===== config.mk =====
export PLATFORM = sky130hd
export DESIGN_NAME = uart_mmio
export DESIGN_NICKNAME = d
export VERILOG_FILES = /design/src/rtl/uart_mmio.sv
export SDC_FILE = /design/constraint.sdc
export NUM_CORES = 1
export LEC_CHECK = 0
export BUFFER_PORTS_ARGS = -buffer_cell sky130_fd_sc_hd__clkbuf_2
export CAP_MARGIN = 10
export CORE_MARGIN = 2
export CORE_UTILIZATION = 56
export DETAILED_ROUTE_END_ITERATION = 7
export PLACE_DENSITY = 0.87
export SYNTH_ARGS = -nofsm -noshare
export SYNTH_HDL_FRONTEND = slang
export SYNTH_SLANG_ARGS = --single-unit

===== constraint.sdc =====
create_clock -name clk -period 3.25 [get_ports clk]
set_clock_uncertainty 0.15 [all_clocks]
set_input_delay 0 -clock clk [delete_from_list [all_inputs] [get_ports clk]]
set_output_delay 0 -clock clk [all_outputs]
set_load 0.02 [all_outputs]

===== src/rtl/uart_mmio.sv =====
// uart_mmio: memory-mapped 8N1 UART responder on the data_sram bus (DATA 0xBFD003F8, STATUS 0xBFD003FC)
//   clk, reset (sync, active-high)
//   data_sram_en/we/addr/wdata  : request in; data_sram_rdata : registered read data (1-cycle latency)
//   uart_hit                    : combinational address decode for the arbiter
//   uart_txd / uart_rxd         : serial line (rxd asynchronous)
//   UART_RX_FIFO_EN             : when defined, the receive holding register becomes a 4-entry FIFO
module uart_mmio #(
    parameter int CLK_FREQ = 50000000,
    parameter int BAUD     = 9600
) (
    input  logic        clk,
    input  logic        reset,
    input  logic        data_sram_en,
    input  logic [3:0]  data_sram_we,
    input  logic [31:0] data_sram_addr,
    input  logic [31:0] data_sram_wdata,
    output logic [31:0] data_sram_rdata,
    output logic        uart_hit,
    output logic        uart_txd,
    input  logic        uart_rxd
);
    localparam int DIV = CLK_FREQ / BAUD;
    localparam logic [15:0] DM1 = 16'(DIV - 1);
    localparam logic [15:0] HM1 = 16'(DIV / 2 - 1);
    typedef enum logic [1:0] {S_IDLE, S_START, S_DATA, S_STOP} st_t;
    logic is_data, is_stat, wr, rd, rd_data, rd_stat;
    assign is_data  = data_sram_addr == 32'hBFD0_03F8;
    assign is_stat  = data_sram_addr == 32'hBFD0_03FC;
    assign uart_hit = data_sram_en && (is_data || is_stat);
    assign wr       = uart_hit && |data_sram_we;
    assign rd       = uart_hit && ~|data_sram_we;
    assign rd_data  = rd && is_data;
    assign rd_stat  = rd && is_stat;
    logic unused;
    assign unused = ^data_sram_wdata[31:8];
    st_t ts;
    logic [15:0] tcnt;
    logic [2:0] tbit;
    logic [7:0] tsh;
    logic tx_ready, tx_go;
    assign tx_ready = ts == S_IDLE;
    // the last STOP cycle also accepts, so back-to-back frames have no idle gap
    assign tx_go = wr && is_data && (tx_ready || (ts == S_STOP && tcnt == DM1));
    always_ff @(posedge clk) begin
        if (reset) begin
            ts <= S_IDLE;
            tcnt <= '0;
            tbit <= '0;
            tsh <= '0;
            uart_txd <= 1'b1;
        end else if (tx_go) begin
            ts <= S_START;
            tcnt <= '0;
            tsh <= data_sram_wdata[7:0];
            uart_txd <= 1'b0;
        end else if (ts != S_IDLE) begin
            if (tcnt != DM1) tcnt <= tcnt + 16'd1;
            else begin
                tcnt <= '0;
                case (ts)
                    S_START: begin
                        ts <= S_DATA;
                        tbit <= '0;
                        uart_txd <= tsh[0];
                        tsh <= tsh >> 1;
                    end
                    S_DATA: begin
                        ts <= tbit == 3'd7 ? S_STOP : S_DATA;
                        tbit <= tbit + 3'd1;
                        uart_txd <= tbit == 3'd7 ? 1'b1 : tsh[0];
                        tsh <= tsh >> 1;
                    end
                    default: ts <= S_IDLE;
                endcase
            end
        end
    end
    st_t rs;
    logic [15:0] rcnt;
    logic [2:0] rbit;
    logic [7:0] rsh;
    logic s1, s2, s3, commit;
    assign commit = rs == S_STOP && rcnt == DM1 && s2;
    always_ff @(posedge clk) begin
        if (reset) begin
            {s1, s2, s3} <= 3'b111;
            rs <= S_IDLE;
            rcnt <= '0;
            rbit <= '0;
            rsh <= '0;
        end else begin
            s1 <= uart_rxd;
            s2 <= s1;
            s3 <= s2;
            case (rs)
                S_IDLE: begin
                    rcnt <= '0;
                    if (s3 && !s2) rs <= S_START;
                end
                S_START: begin
                    rcnt <= rcnt == HM1 ? '0 : rcnt + 16'd1;
                    rbit <= '0;
                    if (rcnt == HM1) rs <= s2 ? S_IDLE : S_DATA;
                end
                S_DATA: begin
                    rcnt <= rcnt == DM1 ? '0 : rcnt + 16'd1;
                    if (rcnt == DM1) begin
                        rsh <= {s2, rsh[7:1]};
                        rbit <= rbit + 3'd1;
                        if (rbit == 3'd7) rs <= S_STOP;
                    end
                end
                default: begin
                    rcnt <= rcnt == DM1 ? '0 : rcnt + 16'd1;
                    if (rcnt == DM1) rs <= S_IDLE;
                end
            endcase
        end
    end
    logic rx_valid, ovr_set, overrun;
    logic [7:0] rx_head;
`ifdef UART_RX_FIFO_EN
    logic [7:0] mem [4];
    logic [1:0] wp, rp;
    logic [2:0] fcnt;
    logic push, pop, full;
    assign full     = fcnt == 3'd4;
    assign pop      = rd_data && fcnt != 3'd0;
    assign push     = commit && (!full || pop);
    assign ovr_set  = commit && full && !pop;
    assign rx_valid = fcnt != 3'd0;
    assign rx_head  = mem[rp];
    always_ff @(posedge clk) begin
        if (reset) begin
            wp <= '0;
            rp <= '0;
            fcnt <= '0;
        end else begin
            if (push) mem[wp] <= rsh;
            wp <= push ? wp + 2'd1 : wp;
            rp <= pop ? rp + 2'd1 : rp;
            fcnt <= fcnt + {2'b0, push} - {2'b0, pop};
        end
    end
`else
    logic [7:0] rx_byte;
    logic rx_full;
    // a commit racing a DATA read keeps the byte valid and is not an overrun
    assign ovr_set  = commit && rx_full && !rd_data;
    assign rx_valid = rx_full;
    assign rx_head  = rx_byte;
    always_ff @(posedge clk) begin
        if (reset) begin
            rx_byte <= '0;
            rx_full <= 1'b0;
        end else begin
            rx_byte <= commit ? rsh : rx_byte;
            rx_full <= commit ? 1'b1 : (rd_data ? 1'b0 : rx_full);
        end
    end
`endif
    always_ff @(posedge clk) begin
        if (reset) begin
            data_sram_rdata <= '0;
            overrun <= 1'b0;
        end else begin
            if (rd) data_sram_rdata <= is_data ? {24'b0, rx_head} : {29'b0, overrun, rx_valid, tx_ready};
            overrun <= ovr_set ? 1'b1 : (rd_stat ? 1'b0 : overrun);
        end
    end
endmodule

Word level (Yosys, flattened, before mapping)
Index checks and enable logic that the tools add are counted.

Bits in registers: 104. Input bits: 72. Output and inout port bits: 34.

Add/sub/neg operators: 4. Equality and inequality tests: 19. Muxes and demuxes: 33. Bitwise operators: 2. Reduce and logical (&&, ||, !) cells: 40.

Operator list (count): equality test 32 bit (second input constant) (2); two-way mux 16 bit (3); two-way mux 8 bit (5); adder 16 x 1 -> 16 bit (second input constant) (2); equality test 16 x 13 -> 1 bit (second input constant) (2); case mux 16 bit (2 select lines) (1); equality test 16 x 12 -> 1 bit (second input constant) (1); != test 16 x 13 -> 1 bit (second input constant) (1); nonzero test 2 bit (7); logical AND 1 bit (13); two-way mux 1 bit (12); two-way mux 2 bit (6); case mux 3 bit (2 select lines) (2); != test 2 bit (second input constant) (5); equality test 2 bit (second input constant) (4); AND reduction 2 bit (4); adder 3 x 1 -> 3 bit (second input constant) (2); equality test 3 bit (second input constant) (2); case mux 2 bit (3 select lines) (1); AND reduction 3 bit (2); nonzero test 3 bit (2); AND reduction 5 bit (1); equality test 2 x 1 -> 1 bit (second input constant) (2); logical NOT 2 bit (2); 9 further kinds (14).

Logic depth before layout (Yosys ltp)
Gate-level depths: netlist (run 1).

Depth after elaboration: 8. Mapped depth: 9. Mapped depth without buffers: 7.

Worst setup path before layout (run 1)
No wires, ideal clock.

Path type: register -> register. Start: reg tcnt[0]. End: reg tcnt[10]. Arrival time: 1.970 ns. Data required time: 3.036 ns. Slack: 1.066 ns. Cell stages (with the launch flop): 10. Clock period less this slack: 2.184 ns. Path through: dfxtp_1 ha_1 nor4bb_1 and4_1 a21oi_2 nor3_4 or3_1 buf_4 buf_6 nor2_1.

Longest elaborated chain between the ends: 5. Elaborated cells on any way between the ends: 8. Those cells by class: 1 x add/sub; 2 x eq/ne; 1 x mux; 4 x reduce/logical.

RTL lines: start: declaration (RTL line 37) `logic [15:0] tcnt;`; start signal: assignment (RTL line 57) `if (tcnt != DM1) tcnt <= tcnt + 16'd1;`; parallel branches: the longest is 5 deep, another holds adder 16 x 1 -> 16 bit.

Several ways; the timed one is not identified. A chain may end at the register's enable or synchronous reset.

Worst setup path after layout (run 1)
Start: reg tcnt[0]. End: reg tsh[7].

Longest elaborated chain between the ends: 6. Elaborated cells on any way between the ends: 10. Those cells by class: 3 x eq/ne; 1 x mux; 6 x reduce/logical.

RTL lines: equality test 16 x 13 -> 1 bit (RTL line 43) `assign tx_go = wr && is_data && (tx_ready || (ts == S_STOP && tcnt == DM1));`; logical AND 1 bit (RTL line 43); logical OR 1 bit (RTL line 43); logical AND 1 bit (RTL line 43); != test 2 bit (no source line) or nonzero test 2 bit (tied branches); AND reduction 3 bit (no source line); end signal: assignment (RTL line 54) `tsh <= data_sram_wdata[7:0];`; end signal: assignment (RTL line 65) `tsh <= tsh >> 1;`; end signal: assignment (RTL line 71) `tsh <= tsh >> 1;`; end: declaration (RTL line 39) `logic [7:0] tsh;`.

Parallel ways exist; a longest one is shown, timed or not.

==> results.py, run 1 <==
metrics = {
    "critical_path": {
        "critPathMaxStageDelay_ps": 560,
        "cp.required_ps": 3380,
        "cp.arrival_ps": 2830,
        "cp-end-kind": "register",
        "reg2reg_depth": 8,
        "cp_cell_sequence": "ha_1 -> nor4bb_1 -> and4_1 -> a21oi_2 -> nor3_4 -> nand3_1 -> dlygate4sd3_1 -> o21ai_0",
        "crit_slowest_cell": "dlygate4sd3_1",
        "worstSetupPathType": "reg2reg",
        "critPathLaunchType": "register",
        "path_max_fanout": 9,
    },
    "synthesis": {
        "syn_avg_cell_area_um2": 8.999,
        "synth_fa_ha_area_share_pct": 3.219,
        "seq_area_frac_synth_pct": 41.20,
        "synthFlopType": "dfxtp_1",
        "synthMuxAreaShare_pct": 4.892,
        "synth_area_um2": 3887,
        "yosys_warnings": 0,
        "synth_compound_area_share_pct": 9.334,
        "synth_edf_count": 0,
        "async_reset_ff_share_pct": 0,
        "synthTopCellsByArea": "dfxtp_1 41%, nor2_1 7.6%, buf_4 5.0%",
        "yosysUniqueCellTypes": 62,
        "synth_top_area_share_pct": 41.20,
        "synth_top_family_by_area": "simple AND/OR/NAND/NOR gates",
        "synth_seq_cells": 80,
        "synthSimpleGateAreaFrac_pct": 26.71,
        "synth_largest_area_cell": "dfxtp_1",
        "synthCells": 432,
        "yosys.area_share.xor_xnor_pct": 6.534,
    },
    "clock_network": {
        "clk_pin_slew_ps": 80,
        "cts_resized": 0,
        "h-tree-depth": 3,
        "hold_buffers": 12,
        "clk_latency_ps": 350,
        "clockBufferDepth": 2,
        "cts_made_buffers": 9,
        "cts_root_buffer": "clkbuf_8",
        "cts_sinks": 80,
        "tritoncts": "built",
        "cts_setup_buffers": 0,
    },
    "finish": {
        "nFillCells": 545,
        "drive_gt1_share_pct": 20.00,
        "area_growth_pct": 12.84,
        "utilization_pct": 64.93,
        "nets": 578,
        "final_common_cell": "dfxtp_1",
        "layout_common_cells": "80 x dfxtp_1, 79 x nor2_1, 57 x clkbuf_2",
        "fin_area_um2": 4387,
        "diodes": 0,
    },
    "placement": {
        "dp_hpwl_mm": 5.337,
        "routabilityCongestion": 0.8148,
        "dpl-instance-area_um2": 4104,
        "port-buffer-count": 57,
    },
    "route": {
        "drtIter0Drc": 124,
        "ant_nets": 0,
        "drtPass1Iterations": 4,
        "routed_via_density": 5.350,
        "drt_wl_total_mm": 7.518,
        "drcViolationCount": 0,
        "wire_per_inst_um": 12.96,
        "vias": 3103,
    },
    "global_routing": {
        "antenna_found_initial": 0,
        "grt_overflow": 0,
        "grt_pass1_vias": 3011,
        "grt_max_degree": 40,
        "grt_usage_pct": 20.95,
        "grt_pass1_wl_mm": 12.76,
    },
    "sta": {
        "fin_crit_ps": 2696,
        "holdWs_ps": 33.91,
        "relSlewSlack_pct": 48.31,
        "period_share_pct": 82.95,
        "max_freq_mhz": 370.9,
        "fin_setup_tns_ps": 0,
        "tightest_slew_ps": 775.3,
        "finalHoldViolCount": 0,
        "rsz0062_at_grt": "no",
        "final_max_slew_viol_count": 0,
        "setup_viol": 0,
    },
    "pwr": {
        "p_leak_nw": 1.728,
        "power.total_mw": 1.709,
        "peakVddDrop_mv": 0.4534,
        "power_density_nw_per_um2": 389.5,
    },
    "floorplanning": {
        "coreArea_um2": 6756,
        "start_util_pct": 57.54,
        "num_rows": 30,
        "dieArea_um2": 7625,
        "pin_count": 106,
        "fp.dieH_um": 87.32,
        "dieWidth_um": 87.32,
    },
    "outcome": {
        "status": "finished, final reports clean",
    },
    "worst_hold_path": {
        "worstHoldPathCells": 5,
        "min_path_type": "in2reg",
    },
    "flow_run": {
        "maxCapViolations": 0,
    },
}
[registers in the layout, indices dropped and copies added (netlist names), 2 cells and up]
| register | flops |
|---|---|
| rcnt | 16 |
| rbit | 3 |
| ts | 2 |
| tbit | 3 |
| data_sram_rdata | 8 |
| tsh | 8 |
| rsh | 8 |
| tcnt | 16 |
| rs | 2 |
| rx_byte | 8 |
[kinds of logic (layout without fill, tap and decap cells)]
kind of cell	count (synthesis)	in the layout
other cells	1	24
flops	80	80
compound gates	46	46
buf+inv	52	97
simple gates	195	195
mux	19	19
xor+xnor	29	29
fa+ha+maj	10	10
[Yosys cell counts, types with 2 or more instances]
cell type	n
nand2b_1	5
xor2_1	16
xnor2_1	13
nor4_4	2
dfxtp_1	80
nand4bb_1	2
a21o_1	2
or3_1	3
and4_1	2
nand4_1	10
nor2b_1	6
or2_2	7
nor3_1	14
clkbuf_1	9
nor4bb_1	3
ha_1	10
a21oi_1	12
a22o_1	2
buf_4	26
nor4_1	4
a22oi_1	2
buf_6	2
nand3_1	22
o22ai_1	2
a211oi_2	2
o221a_2	7
o21ai_0	2
a211oi_1	3
nor2_1	79
nand2_1	21
nor3b_1	2
buf_2	2
mux2i_1	19
inv_1	11
[cell type report]
type                            count  area, um2  share of cell area (%)
Timing Repair Buffer               71      420.4                   9.584
Sequential cell                    80       1602                   36.51
Multi-Input combinational cell    323       2061                   46.98
Clock inverter                      5      35.03                  0.7986
Inverter                           11      41.29                  0.9412
Tap cell                           80      100.1                   2.282
Clock buffer                       10      127.6                   2.909
[final timing paths]
path | from | to | slack, ps
worst min register to register | s1$_SDFF_PP1_ | s2$_SDFF_PP1_ | 270
worst max-delay path | tcnt[0]$_SDFFE_PP0N_ | tsh[7]$_SDFFE_PP0P_ | 550
worst min-delay path | data_sram_we[3] | data_sram_rdata[4]$_SDFFE_PP0N_ | 30
worst max register to register | tcnt[0]$_SDFFE_PP0N_ | tsh[7]$_SDFFE_PP0P_ | 550
[through the flow]
step / instances / setup WS (ps)
finish: 580 / 554.2
global route: 580 / 232.9
CTS: 580 / 601.7
detailed placement: 553 / 685.5
global placement: 553 / 736.5
floorplan: 455 / 1066
[critical path, delay by kind of cell, from the launching register on]
family,cells,cell delay [ps]
buf+inv,1,560
fa+ha+maj,1,200
simple gates,4,1090
compound gates,2,230
flops,1,390
[where the power goes]
part | switching (mW) | internal (mW) | leakage (nW) | total (mW)
clock network | 0.351 | 0.273 | 0.0821 | 0.624
registers | 0.00377 | 0.982 | 0.645 | 0.986
logic | 0.0605 | 0.0387 | 1.00 | 0.0992
[layer usage]
| layer | vias to the layer above | routed length [um] | track usage, % |
|---|---|---|---|
| li1 | 1573 | - | - |
| met1 | 1454 | 3347 | 24.37 |
| met2 | 71 | 3794 | 36.71 |
| met3 | 5 | 294 | 6.445 |
| met4 | 0 | 82 | 6.434 |
| met5 | - | 0 | 0 |
No activity file was read; power rests on OpenSTA's default activity.
==> run 2: changes to the inputs <==
- CORE_UTILIZATION: 56 -> 47
- PLACE_DENSITY: 0.87 -> 0.79
- clock period: 3.25 -> 2.35 ns (I/O delays scaled with it)
==> run 2 against run 1 <==
  * Total power grew 47%
  * Sequential power grew 38%
  * Worst hold slack gained 100 ps
  * Die area grew 18%
  * Register-to-register slack lost 400 ps
  * Critical path depth is the same
  * Clock power grew 59%
  * Via count grew 2.3%
  * Clock-buffer cell count is the same
  * Critical path type is now in2reg
==> results.py, run 2 (same netlist as run 1, synthesis figures left out) <==
metrics = {
    "outcome": {
        "status": "finished, final reports clean",
    },
    "pwr": {
        "p_leak_nw": 1.821,
        "power.total_mw": 2.503,
        "power_density_nw_per_um2": 541.2,
        "peakVddDrop_mv": 0.3242,
    },
    "finish": {
        "fin_cells": 622,
        "ff_latch_area_um2": 1603,
        "drive_gt1_share_pct": 23.40,
        "final_common_cell": "dfxtp_1",
        "fin_area_um2": 4626,
        "layout_common_cells": "79 x dfxtp_1, 78 x nor2_1, 57 x clkbuf_2",
        "multi_input_comb_area_um2": 2096,
        "top_regs": "rcnt: 16 flops, tcnt: 16 flops",
        "nets": 594,
        "area_growth_pct": 18.99,
        "nFillCells": 697,
        "diodes": 0,
        "utilization_pct": 56.87,
    },
    "worst_hold_path": {
        "min_path_type": "in2reg",
    },
    "placement": {
        "dpl-instance-area_um2": 4238,
        "dp.cells": 590,
        "port-buffer-count": 57,
        "post-place-ws_ps": 12.23,
        "routabilityCongestion": 0.7820,
        "dp_hpwl_mm": 5.636,
    },
    "critical_path": {
        "cp.required_ps": 2470,
        "worstSetupPathType": "in2reg",
        "cp.arrival_ps": 2340,
        "cp_cell_sequence": "dlygate4sd3_1 -> clkbuf_2 -> nor4_1 -> dlygate4sd3_1 -> nor3b_4 -> buf_4 -> nor2_1 -> a211oi_2",
        "crit_slowest_cell": "dlygate4sd3_1",
        "cp-end-kind": "register",
        "crit_family": "buffers and inverters",
        "crit_top_cell": "dlygate4sd3_1",
        "critPathMaxStageDelay_ps": 620,
        "worst-path-buf-inv": 4,
        "path_max_fanout": 14,
        "critPathLaunchType": "primary input",
    },
    "global_routing": {
        "grt_pass1_wl_mm": 13.31,
        "grt_overflow": 0,
        "grt_pass1_vias": 3111,
        "grt_max_degree": 29,
        "antenna_found_initial": 0,
        "grt_usage_pct": 18.58,
    },
    "sta": {
        "holdWs_ps": 136.3,
        "period_share_pct": 94.42,
        "finalHoldViolCount": 0,
        "fin_crit_ps": 2219,
        "final_max_slew_viol_count": 0,
        "fin_ws_ps": 131.1,
        "setup_viol": 0,
        "rsz0062_at_grt": "no",
        "fin_setup_tns_ps": 0,
        "max_freq_mhz": 450.7,
    },
    "route": {
        "routed_via_density": 5.101,
        "wire_per_inst_um": 12.51,
        "drcViolationCount": 0,
        "ant_nets": 0,
        "drtIter0Drc": 112,
        "vias": 3173,
        "drtPass1Iterations": 4,
        "drt_wl_total_mm": 7.783,
    },
    "clock_network": {
        "clockBufferDepth": 2,
        "cts_sinks": 80,
        "tritoncts": "built",
        "cts_made_buffers": 9,
        "clk_latency_ps": 350,
        "cts_root_buffer": "clkbuf_8",
        "clk_pin_slew_ps": 80,
        "h-tree-depth": 3,
    },
    "floorplanning": {
        "start_util_pct": 47.79,
        "fp.dieH_um": 94.95,
        "coreArea_um2": 8134,
        "dieArea_um2": 9015,
        "pin_count": 106,
        "dieWidth_um": 94.95,
        "num_rows": 33,
    },
    "flow_run": {
        "maxCapViolations": 0,
    },
}
-- run 2: cell types whose count changed in the layout (fill, tap and decap cells not counted), moves of 2 or more --
cell	before	now
buf_4	2	15
clkinvlp_4	1	4
clkinv_2	2	0
clkinv_4	2	0
dlygate4sd3_1	12	14
-- run 2: routing by layer --
metal	vias up	GRT usage, %	part of all wire, %
met2	66	31.09	49
met3	7	5.427	3.3
met1	1493	22.66	46
met4	0	6.763	0.86
li1	1607	-	-
met5	-	0	0
-- run 2: layout make-up --
cell class                 count  area share, %
tap                          105          2.840
sequential                    80          34.65
clock inverter                 6          1.488
multi-input combinational    323          45.31
clock buffer                  10          2.759
inverter                      11         0.8926
timing repair buffer          87          12.06
-- run 2: tightest hold or removal path: stages --
cell and delay, ps:
clkbuf_2 80, nand4_1 110, nor4_4 60, nand2_4 110, nor3b_4 70, nor2_1 90
a311oi_1 60
-- run 2: timing repair --
action / in CTS / in global routing
hold buffers: 14 / 0
setup endpoints to repair: 1 / 47
pin swaps: 0 / 2
endpoints found under the hold margin: 23 / 0
gates resized for setup: 1 / 8
setup buffers: 0 / 2
-- run 2: power breakdown --
group / switching (mW) / internal [mW] / leakage [nW]
registers: 0.00532 / 1.36 / 0.645
logic: 0.0854 / 0.0601 / 1.09
clock network: 0.501 / 0.494 / 0.0851
-- run 2: final timing paths --
kind                                            from                              end  slack, ps  depth (start not counted)
worst max-delay path                 data_sram_we[2]  data_sram_rdata[2]$_SDFFE_PP0N_        130                          8
worst min-delay path               data_sram_addr[4]  data_sram_rdata[1]$_SDFFE_PP0N_        140                          7
worst max register to register  tcnt[0]$_SDFFE_PP0N_             tbit[2]$_SDFFE_PP0P_        150                          8
worst min register to register         s1$_SDFF_PP1_                    s2$_SDFF_PP1_        270                          1
